==> src/rtl/div_seq_pkg.sv <==
// Shared definitions for the EX-stage divide sequencer.
// Holds the FSM state encoding, result bus width and stall-bus layout.
package div_seq_pkg;

    typedef enum logic [1:0] {
        DIV_FREE   = 2'b00,
        DIV_BYZERO = 2'b01,
        DIV_ON     = 2'b10,
        DIV_END    = 2'b11
    } div_state_e;

    localparam int DIV_WIDTH    = 32;
    localparam int DivResultBus = 2 * DIV_WIDTH;

    // Stall bus: one bit per pipeline stage, EX owns a single bit.
    localparam int STALL_BUS_W  = 6;
    localparam int STALL_EX_W   = 1;
    localparam int STALL_EX_IDX = 3;

endpackage

==> src/rtl/div_step.sv <==
// One radix-2 restoring division iteration (combinational).
// Ports: rem_i partial remainder, bit_i next dividend bit, dvs_i divisor,
//        rem_o new partial remainder, q_o quotient bit produced.
module div_step #(
    parameter int WIDTH = 32
) (
    input  logic [WIDTH-1:0] rem_i,
    input  logic             bit_i,
    input  logic [WIDTH-1:0] dvs_i,
    output logic [WIDTH-1:0] rem_o,
    output logic             q_o
);

    logic [WIDTH:0] shifted;
    logic [WIDTH:0] diff;

    // rem_i < dvs_i always holds, so the trial difference lies in
    // (-2^WIDTH, 2^WIDTH) and its top bit is a valid sign flag.
    assign shifted = {rem_i, bit_i};
    assign diff    = shifted - {1'b0, dvs_i};
    assign q_o     = ~diff[WIDTH];
    assign rem_o   = q_o ? diff[WIDTH-1:0] : shifted[WIDTH-1:0];

endmodule

==> src/rtl/div_seq.sv <==
// Multi-cycle DIV/DIVU sequencer beside EX; stalls the pipe while busy.
// Ports: clk, rst (sync, active-high), flush, start_i, signed_i,
//        opdata1_i dividend, opdata2_i divisor,
//        result_o {rem, quot}, ready_o, stallreq_o.
module div_seq #(
    parameter int WIDTH = 32,
    parameter int CNT_W = 6
) (
    input  logic               clk,
    input  logic               rst,
    input  logic               flush,
    input  logic               start_i,
    input  logic               signed_i,
    input  logic [WIDTH-1:0]   opdata1_i,
    input  logic [WIDTH-1:0]   opdata2_i,
    output logic [2*WIDTH-1:0] result_o,
    output logic               ready_o,
    output logic               stallreq_o
);

    import div_seq_pkg::*;

    div_state_e         state_q, state_d;
    logic [CNT_W-1:0]   cnt_q, cnt_d;
    logic [WIDTH-1:0]   rem_q, rem_d;
    logic [WIDTH-1:0]   dvd_q, dvd_d;
    logic [WIDTH-1:0]   dvs_q, dvs_d;
    logic               neg_dvd_q, neg_dvd_d;
    logic               neg_dvs_q, neg_dvs_d;
    logic [2*WIDTH-1:0] result_q, result_d;
    logic               ready_q, ready_d;

    logic [WIDTH-1:0]   step_rem;
    logic               step_q;
    logic               last;
    logic               op1_neg, op2_neg;
    logic [WIDTH-1:0]   op1_abs, op2_abs;
    logic [WIDTH-1:0]   quot_raw, quot_fix, rem_fix;

    // The dividend register doubles as the quotient register: each step
    // shifts a dividend bit out of the top and a quotient bit in below.
    div_step #(
        .WIDTH (WIDTH)
    ) u_step (
        .rem_i (rem_q),
        .bit_i (dvd_q[WIDTH-1]),
        .dvs_i (dvs_q),
        .rem_o (step_rem),
        .q_o   (step_q)
    );

    assign last     = (cnt_q == CNT_W'(WIDTH - 1));
    assign op1_neg  = signed_i & opdata1_i[WIDTH-1];
    assign op2_neg  = signed_i & opdata2_i[WIDTH-1];
    assign op1_abs  = op1_neg ? -opdata1_i : opdata1_i;
    assign op2_abs  = op2_neg ? -opdata2_i : opdata2_i;
    assign quot_raw = {dvd_q[WIDTH-2:0], step_q};
    // Neg flags are only set for DIV, so DIVU passes through unchanged.
    assign quot_fix = (neg_dvd_q ^ neg_dvs_q) ? -quot_raw : quot_raw;
    assign rem_fix  = neg_dvd_q ? -step_rem : step_rem;

    always_ff @(posedge clk) begin
        if (rst) begin
            state_q <= DIV_FREE;
        end else begin
            state_q <= state_d;
        end
    end

    always_comb begin
        state_d = state_q;
        if (flush) begin
            state_d = DIV_FREE;
        end else begin
            unique case (state_q)
                DIV_FREE: begin
                    if (start_i) begin
                        state_d = (opdata2_i == '0) ? DIV_BYZERO : DIV_ON;
                    end
                end
                DIV_BYZERO: state_d = DIV_END;
                DIV_ON: begin
                    if (last) begin
                        state_d = DIV_END;
                    end
                end
                DIV_END: begin
                    if (!start_i) begin
                        state_d = DIV_FREE;
                    end
                end
            endcase
        end
    end

    always_comb begin
        stallreq_o = 1'b0;
        unique case (state_q)
            DIV_FREE:   stallreq_o = start_i & ~flush;
            DIV_BYZERO: stallreq_o = 1'b1;
            DIV_ON:     stallreq_o = 1'b1;
            DIV_END:    stallreq_o = 1'b0;
        endcase
    end

    always_comb begin
        cnt_d     = cnt_q;
        rem_d     = rem_q;
        dvd_d     = dvd_q;
        dvs_d     = dvs_q;
        neg_dvd_d = neg_dvd_q;
        neg_dvs_d = neg_dvs_q;
        result_d  = result_q;
        if (flush) begin
            cnt_d    = '0;
            result_d = '0;
        end else begin
            unique case (state_q)
                DIV_FREE: begin
                    result_d = '0;
                    if (start_i) begin
                        dvd_d     = op1_abs;
                        dvs_d     = op2_abs;
                        neg_dvd_d = op1_neg;
                        neg_dvs_d = op2_neg;
                        rem_d     = '0;
                        cnt_d     = '0;
                    end
                end
                DIV_BYZERO: result_d = '0;
                DIV_ON: begin
                    rem_d = step_rem;
                    dvd_d = quot_raw;
                    cnt_d = cnt_q + 1'b1;
                    if (last) begin
                        result_d = {rem_fix, quot_fix};
                    end
                end
                DIV_END: begin
                    if (!start_i) begin
                        result_d = '0;
                    end
                end
            endcase
        end
        ready_d = (state_d == DIV_END);
    end

    always_ff @(posedge clk) begin
        if (rst) begin
            cnt_q     <= '0;
            rem_q     <= '0;
            dvd_q     <= '0;
            dvs_q     <= '0;
            neg_dvd_q <= 1'b0;
            neg_dvs_q <= 1'b0;
            result_q  <= '0;
            ready_q   <= 1'b0;
        end else begin
            cnt_q     <= cnt_d;
            rem_q     <= rem_d;
            dvd_q     <= dvd_d;
            dvs_q     <= dvs_d;
            neg_dvd_q <= neg_dvd_d;
            neg_dvs_q <= neg_dvs_d;
            result_q  <= result_d;
            ready_q   <= ready_d;
        end
    end

    assign result_o = result_q;
    assign ready_o  = ready_q;

endmodule

==> config.mk <==
export PLATFORM = sky130hd
export DESIGN_NAME = div_seq
export DESIGN_NICKNAME = d
export VERILOG_FILES = /design/src/rtl/div_seq_pkg.sv /design/src/rtl/div_step.sv /design/src/rtl/div_seq.sv
export SDC_FILE = /design/constraint.sdc
export NUM_CORES = 1
export LEC_CHECK = 0
export ABC_AREA = 1
export BUFFER_PORTS_ARGS = -buffer_cell sky130_fd_sc_hd__buf_2
export CELL_PAD_IN_SITES_DETAIL_PLACEMENT = 0
export CELL_PAD_IN_SITES_GLOBAL_PLACEMENT = 1
export CORE_MARGIN = 5
export CORE_UTILIZATION = 43
export CTS_BUF_LIST = sky130_fd_sc_hd__clkbuf_2
export DETAILED_ROUTE_END_ITERATION = 6
export HOLD_SLACK_MARGIN = 0.1
export PLACE_DENSITY = 0.9
export SKIP_LAST_GASP = 1
export SLEW_MARGIN = 10
export SYNTH_ARGS = -nofsm -noshare
export SYNTH_HDL_FRONTEND = slang
export SYNTH_SLANG_ARGS = --single-unit
==> constraint.sdc <==
create_clock -name clk -period 4.4 [get_ports clk]
set_input_delay 0.88 -clock clk [delete_from_list [all_inputs] [get_ports clk]]
set_output_delay 0.88 -clock clk [all_outputs]
set_load 0.03 [all_outputs]
==> results of run 1 <==
-- critical path: cells and delay by family, from the launching register on --
family          cells  cell delay, ps
fa+ha+maj           3             730
flops               1             380
buf+inv             2             170
simple gates       16            1950
compound gates      6             730
-- path summary, 6_finish.rpt --
path	start	end	slack, ps	cells past startpoint
worst min-delay path	rst	state_q[1]	240	2
worst min register to register	result_o[23]	result_o[23]	480	2
worst max-delay path	dvd_q[31]	result_o[30]	350	27
worst max register to register	dvd_q[31]	result_o[30]	350	27
-- synth_stat cells (all sizes together) (4+ instances only) --
master | count | area share (%)
o21bai | 4 | 0.24
inv | 259 | 7.7
o211ai | 20 | 1.2
xor2 | 51 | 3.6
nand2 | 653 | 20
clkbuf | 60 | 1.8
dfxtp | 171 | 27
xnor2 | 19 | 1.3
nor4 | 8 | 0.40
o221ai | 5 | 0.35
a21oi | 226 | 9.2
a21boi | 14 | 0.84
ha | 41 | 4.1
nor3 | 29 | 1.2
o21ai | 120 | 4.9
or2 | 9 | 0.45
nand4 | 21 | 1.0
nand3b | 13 | 0.78
nor2 | 177 | 5.7
buf | 14 | 0.90
nand3 | 128 | 5.3
-- metrics by stage --
step                utilization (%)  worst slack (ps)
floorplan                         -               636
global placement               47.1               338
detailed placement             47.1               169
CTS                            48.1               157
global route                   48.2             -29.5
finish                         48.2               354
-- flip-flops by register name (all words and copies together), names as in the netlist --
name and flops:
result_o 64, ready_o 1, dvs_q 32, neg_dvs_q 1, rem_q 32, neg_dvd_q 1, state_q 2, cnt_q 6
dvd_q 32
-- cells by family (layout without fill, tap and decap cells) --
group           Yosys count  in the layout  share of synthesized area [%]
xor+xnor                 70             70                           4.87
other cells               0              1                              0
flops                   171            171                           27.2
fa+ha+maj                42             42                           4.24
compound gates          403            403                           17.7
buf+inv                 335            445                           10.5
simple gates           1042           1042                           35.5
-- power groups by stage --
stage,combinational (mW),sequential (mW),clock [mW]
after floorplan,0.757,1.66,0
after global placement,1.04,1.67,0
after detailed placement,1.04,1.67,0
after CTS,1.05,1.65,0.999
after global routing,1.20,1.65,1.07
final,1.07,1.65,0.979
-- area by class of cell --
type                       count  area (sq um)  area share, %
timing repair buffer         152           806           5.81
tap                          384           480           3.46
multi-input combinational   1557          7890           56.8
clock inverter                15           209           1.51
inverter                     261           980           7.06
antenna                        1          2.50         0.0180
clock buffer                  17          85.1          0.613
sequential                   171          3420           24.7
-- routing by layer --
| metal | track usage, % | up-vias | share of wire (%) | wire (um) |
|---|---|---|---|---|
| li1 | - | 6837 | - | - |
| met1 | 37.4 | 5983 | 51 | 20600 |
| met2 | 35.6 | 436 | 41 | 16700 |
| met4 | 3.81 | 0 | 0.77 | 311 |
| met5 | 0 | - | 0 | 0 |
| met3 | 3.14 | 17 | 6.9 | 2790 |
-- repair_timing --
action | CTS | global route
hold endpoints to repair | 0 | 0
gates resized for setup | 0 | 5
setup buffers | 0 | 1
setup endpoints to repair | 0 | 5
==> impl_metrics.yaml, run 1 <==
final_layout:
  fin_area_sq_um: 13900
  final_net_count: 2271
  area_growth_synth_to_finish_pct: 10.3
  mostFrequentLayoutCell: "nand2_1"
  final_cells: 2558
  number_of_fill_cells: 3119
  final_layout_size_suffix_gt1_share_pct: 12.1
  top_library_cells_by_usage_in_the_layout_fill_and_taps_aside: "nand2_1 (626), inv_1 (249), a21oi_1 (221), dfxtp_1 (171), nor2_1 (163)"
logic_synthesis:
  synth_warnings: 0
  syn_area_per_cell_sq_um: 6.10
  postSynthNetCount: 2174
  syn-cell-area_sq_um: 12600
  synth-seq-cells: 171
  synth_flop_cell: "dfxtp_1"
  cell_variety_after_synth: 55
  netlist_instances: 2063
  post_synth_edffs: 0
  synth_sequential_area_ratio_pct: 27.2
  asyncSetResetFlopFracSynth_pct: 0
placed_design:
  dpl.cell_count: 2524
  place_hpwl_mm: 31.7
  buffer_ports.inserted: 134
  gp_congestion: 0.956
  placement.cell_area_sq_um: 13500
floorplanning:
  dieArea_sq_um: 32800
  count_of_pins_on_the_block_boundary: 135
  fp-row-count: 62
  core_area_sq_um: 28800
  dieHeight_um: 181
  die_width_um: 181
  starting_density_of_the_core_pct: 43.7
timing:
  post-route-min-period_ps: 4050
  min_period_over_period_pct: 92.0
  grt_setup_unrepaired: "yes"
  max_slew_margin_vs_limit_pct: 24.6
  final.setup_skew_ps: 80.8
  finalMaxSlewViolations: 0
  setup_viol: 0
  totalNegativeSetupSlack_ps: 0
  max_freq_mhz: 247
  max_slew.worst_pin.slew_ps: 1130
  hold-worst-slack_ps: 242
  final_hold_viol_count: 0
clock_tree:
  tritoncts.num_buffers: 17
  clock_sinks: 171
  clockBufferDepth: 2
  worst_skew_pair.late_latency_ps: 830
  hold_buffers: 0
  cts.clk_slew.worst_paths_ps: 370
  cell_chosen_for_the_clock_root: "clkbuf_2"
  number_of_h_tree_levels: 4
  tritoncts_clock_tree: "built"
run_status:
  outcome: "finished, violations left"
  failed_checks: "DRC"
detailed_routing:
  drtAntennaViolNets: 0
  post-route-drc-count: 2
  via_per_inst: 5.19
  routed_wirelength_mm: 40.4
  firstDrtPassIters: 7
  num_vias: 13300
  wire_per_inst_um: 15.8
  first_iter_violations: 1164
pwr:
  power_density_of_the_placed_cells_nw_per_um2: 266
  total_leakage_power_nw: 6.87
  power_switching_share_pct: 41.6
  worst_ir_drop_vdd_v: 0.000135
  totalPowerFinal_mw: 3.70
  internal_power_consumption_mw: 2.16
  power.clock.fraction_pct: 26.5
  power.combinational.fraction_pct: 28.9
  power_frac_seq_pct: 44.6
  switchingPower_mw: 1.54
critical_path:
  timing_worst_setup_path_type: "flip-flop to flip-flop"
  crit_path_max_fanout: 6
  arrival_ps: 4780
  critical-path-max-stage-delay_ps: 410
  endpoint_class_of_the_critical_path: "flip-flop"
  timing.critical_path.mode_cell: "nand2_1"
  sort_of_element_at_the_start_of_the_critical_path: "flip-flop"
  crit_required_ps: 5140
  cpMaxStageDelayCell: "fa_1"
grt:
  first_pass_grt_wire_length_mm: 64.6
  grt_max_degree: 73
  via_count_of_the_first_global_routing_pass: 12000
  gr-total-overflow: 0
  groute.usage.overall_pct: 23.9
  initial_antenna_violation_count: 1
job:
  cap_violations: 0
worst_hold_path:
  hold_class: "input pin to flip-flop"
(Power assumes the default switching activity.)
==> inputs of run 2 (changes only) <==
- MAX_ROUTING_LAYER: default -> met4
==> impl_metrics.yaml, run 2 (same netlist as run 1, synthesis figures left out) <==
clock_tree:
  cell_chosen_for_the_clock_root: "clkbuf_2"
  tritoncts_clock_tree: "built"
  tritoncts.num_buffers: 17
  number_of_h_tree_levels: 4
  worst_skew_pair.late_latency_ps: 820
  clock_sinks: 171
  cts.clk_slew.worst_paths_ps: 310
  clockBufferDepth: 2
  hold_buffers: 0
timing:
  final.setup_skew_ps: 48.5
  final_hold_viol_count: 0
  setup_viol: 0
  finalMaxSlewViolations: 0
  max_slew.worst_pin.slew_ps: 1120
  max_slew_margin_vs_limit_pct: 25.2
  max_freq_mhz: 251
  min_period_over_period_pct: 90.5
  post-route-min-period_ps: 3980
grt:
  grt_max_degree: 65
  global_route.usage.met3_pct: 2.69
  grt.met1_usage_pct: 37.9
  via_count_of_the_first_global_routing_pass: 12200
  initial_antenna_violation_count: 1
  global_route.peak_usage_layer: "met1"
  gr-total-overflow: 0
  groute.usage.overall_pct: 24.9
  first_pass_grt_wire_length_mm: 65.1
  use_met2_pct: 36.1
critical_path:
  crit_required_ps: 5070
  startpoint: "dvd_q[31]"
  timing_worst_setup_path_type: "flip-flop to flip-flop"
  critical-path-max-stage-delay_ps: 370
  critPathBufInv: 2
  cpMaxStageDelayCell: "dfxtp_1"
  arrival_ps: 4650
  rr_startpoint: "dvd_q[31]"
  cp_delay_by_family_top: "simple AND/OR/NAND/NOR gates"
  crit_path_max_fanout: 5
  sort_of_element_at_the_start_of_the_critical_path: "flip-flop"
  endpoint_class_of_the_critical_path: "flip-flop"
  timing.critical_path.mode_cell: "nand2_2"
final_layout:
  final_net_count: 2273
  area_growth_synth_to_finish_pct: 10.1
  final_cells: 2559
  fin_util_pct: 48.1
  max_reg_flops: 64
  fin_area_sq_um: 13900
  final_layout_size_suffix_gt1_share_pct: 12.3
  mostFrequentLayoutCell: "nand2_1"
  top_library_cells_by_usage_in_the_layout_fill_and_taps_aside: "nand2_1 (623), inv_1 (249), a21oi_1 (221), dfxtp_1 (171), nor2_1 (163)"
worst_hold_path:
  hold_class: "input pin to flip-flop"
  worst_hold_startpoint: "flush"
placed_design:
  dpl.cell_count: 2525
  place_hpwl_mm: 31.8
  gp_congestion: 0.944
  placement.cell_area_sq_um: 13600
  buffer_ports.inserted: 134
floorplanning:
  count_of_pins_on_the_block_boundary: 135
  dieArea_sq_um: 32800
  dieHeight_um: 181
  core_area_sq_um: 28800
  starting_density_of_the_core_pct: 43.7
  fp-row-count: 62
  die_width_um: 181
detailed_routing:
  post-route-drc-count: 0
  first_iter_violations: 1038
  firstDrtPassIters: 5
  drtAntennaViolNets: 0
  via_per_inst: 5.19
  wire_per_inst_um: 15.8
  routed_wirelength_mm: 40.4
  num_vias: 13300
run_status:
  outcome: "completed"
job:
  cap_violations: 0
pwr:
  worst_ir_drop_vdd_v: 0.000158
  power_density_of_the_placed_cells_nw_per_um2: 262
  total_leakage_power_nw: 6.85
-- run 2: cell types whose count changed in the layout (fill, tap and decap cells not counted), sizes merged --
cell,before,now
buf,152,154
bufinv,0,1
clkinv,10,8
clkinvlp,0,3
inv,266,263
-- run 2: path summary, 6_finish.rpt --
kind / endpoint / slack [ps] / cells after the start
worst max-delay path: result_o[30] / 420 / 27
worst min-delay path: state_q[1] / 340 / 4
worst max register to register: result_o[30] / 420 / 27
worst min register to register: result_o[19] / 480 / 2
-- run 2: timing repair --
action                                  CTS  global route
endpoints found under the setup margin    0             5
setup buffers                             0             2
gates resized for setup                   0             9
endpoints found under the hold margin     0             0
-- run 2: metal layers --
metal,vias up,part of all wire [%]
met1,5981,51
met4,0,0.97
met2,423,41
li1,6862,-
met3,27,6.4
met5,-,0
-- run 2: power by group --
| group | switching [mW] | internal, mW | leakage [nW] |
|---|---|---|---|
| Sequential | 0.0433 | 1.60 | 1.39 |
| Combinational | 0.733 | 0.338 | 5.32 |
| Clock | 0.679 | 0.230 | 0.141 |
-- run 2: area by class of cell --
type,instances,area (sq um)
multi-input cells,1557,7900
clock buffers,17,85.1
flip-flops and latches,171,3420
diodes,1,2.50
repair buffers,154,821
clock inverters,14,166
inverters,261,980
fillers,3095,14900
well taps,384,480
-- run 2: stage by stage --
stage / TNS (ps) / total power, mW / hold WS, ps / setup slack [ps]
final: 0 / 3.63 / 336 / 420
after global routing: -2.83 / 3.86 / 275 / -2.83
after CTS: 0 / 3.63 / 261 / 174
after detailed placement: 0 / 2.71 / 455 / 253
after global placement: 0 / 2.71 / 452 / 339
after floorplan: 0 / 2.41 / 440 / 636
-- run 2: worst min-delay path, stage by stage --
cell and delay (ps):
buf_2 120, a21oi_1 50, nand2_1 70, nor2_1 40
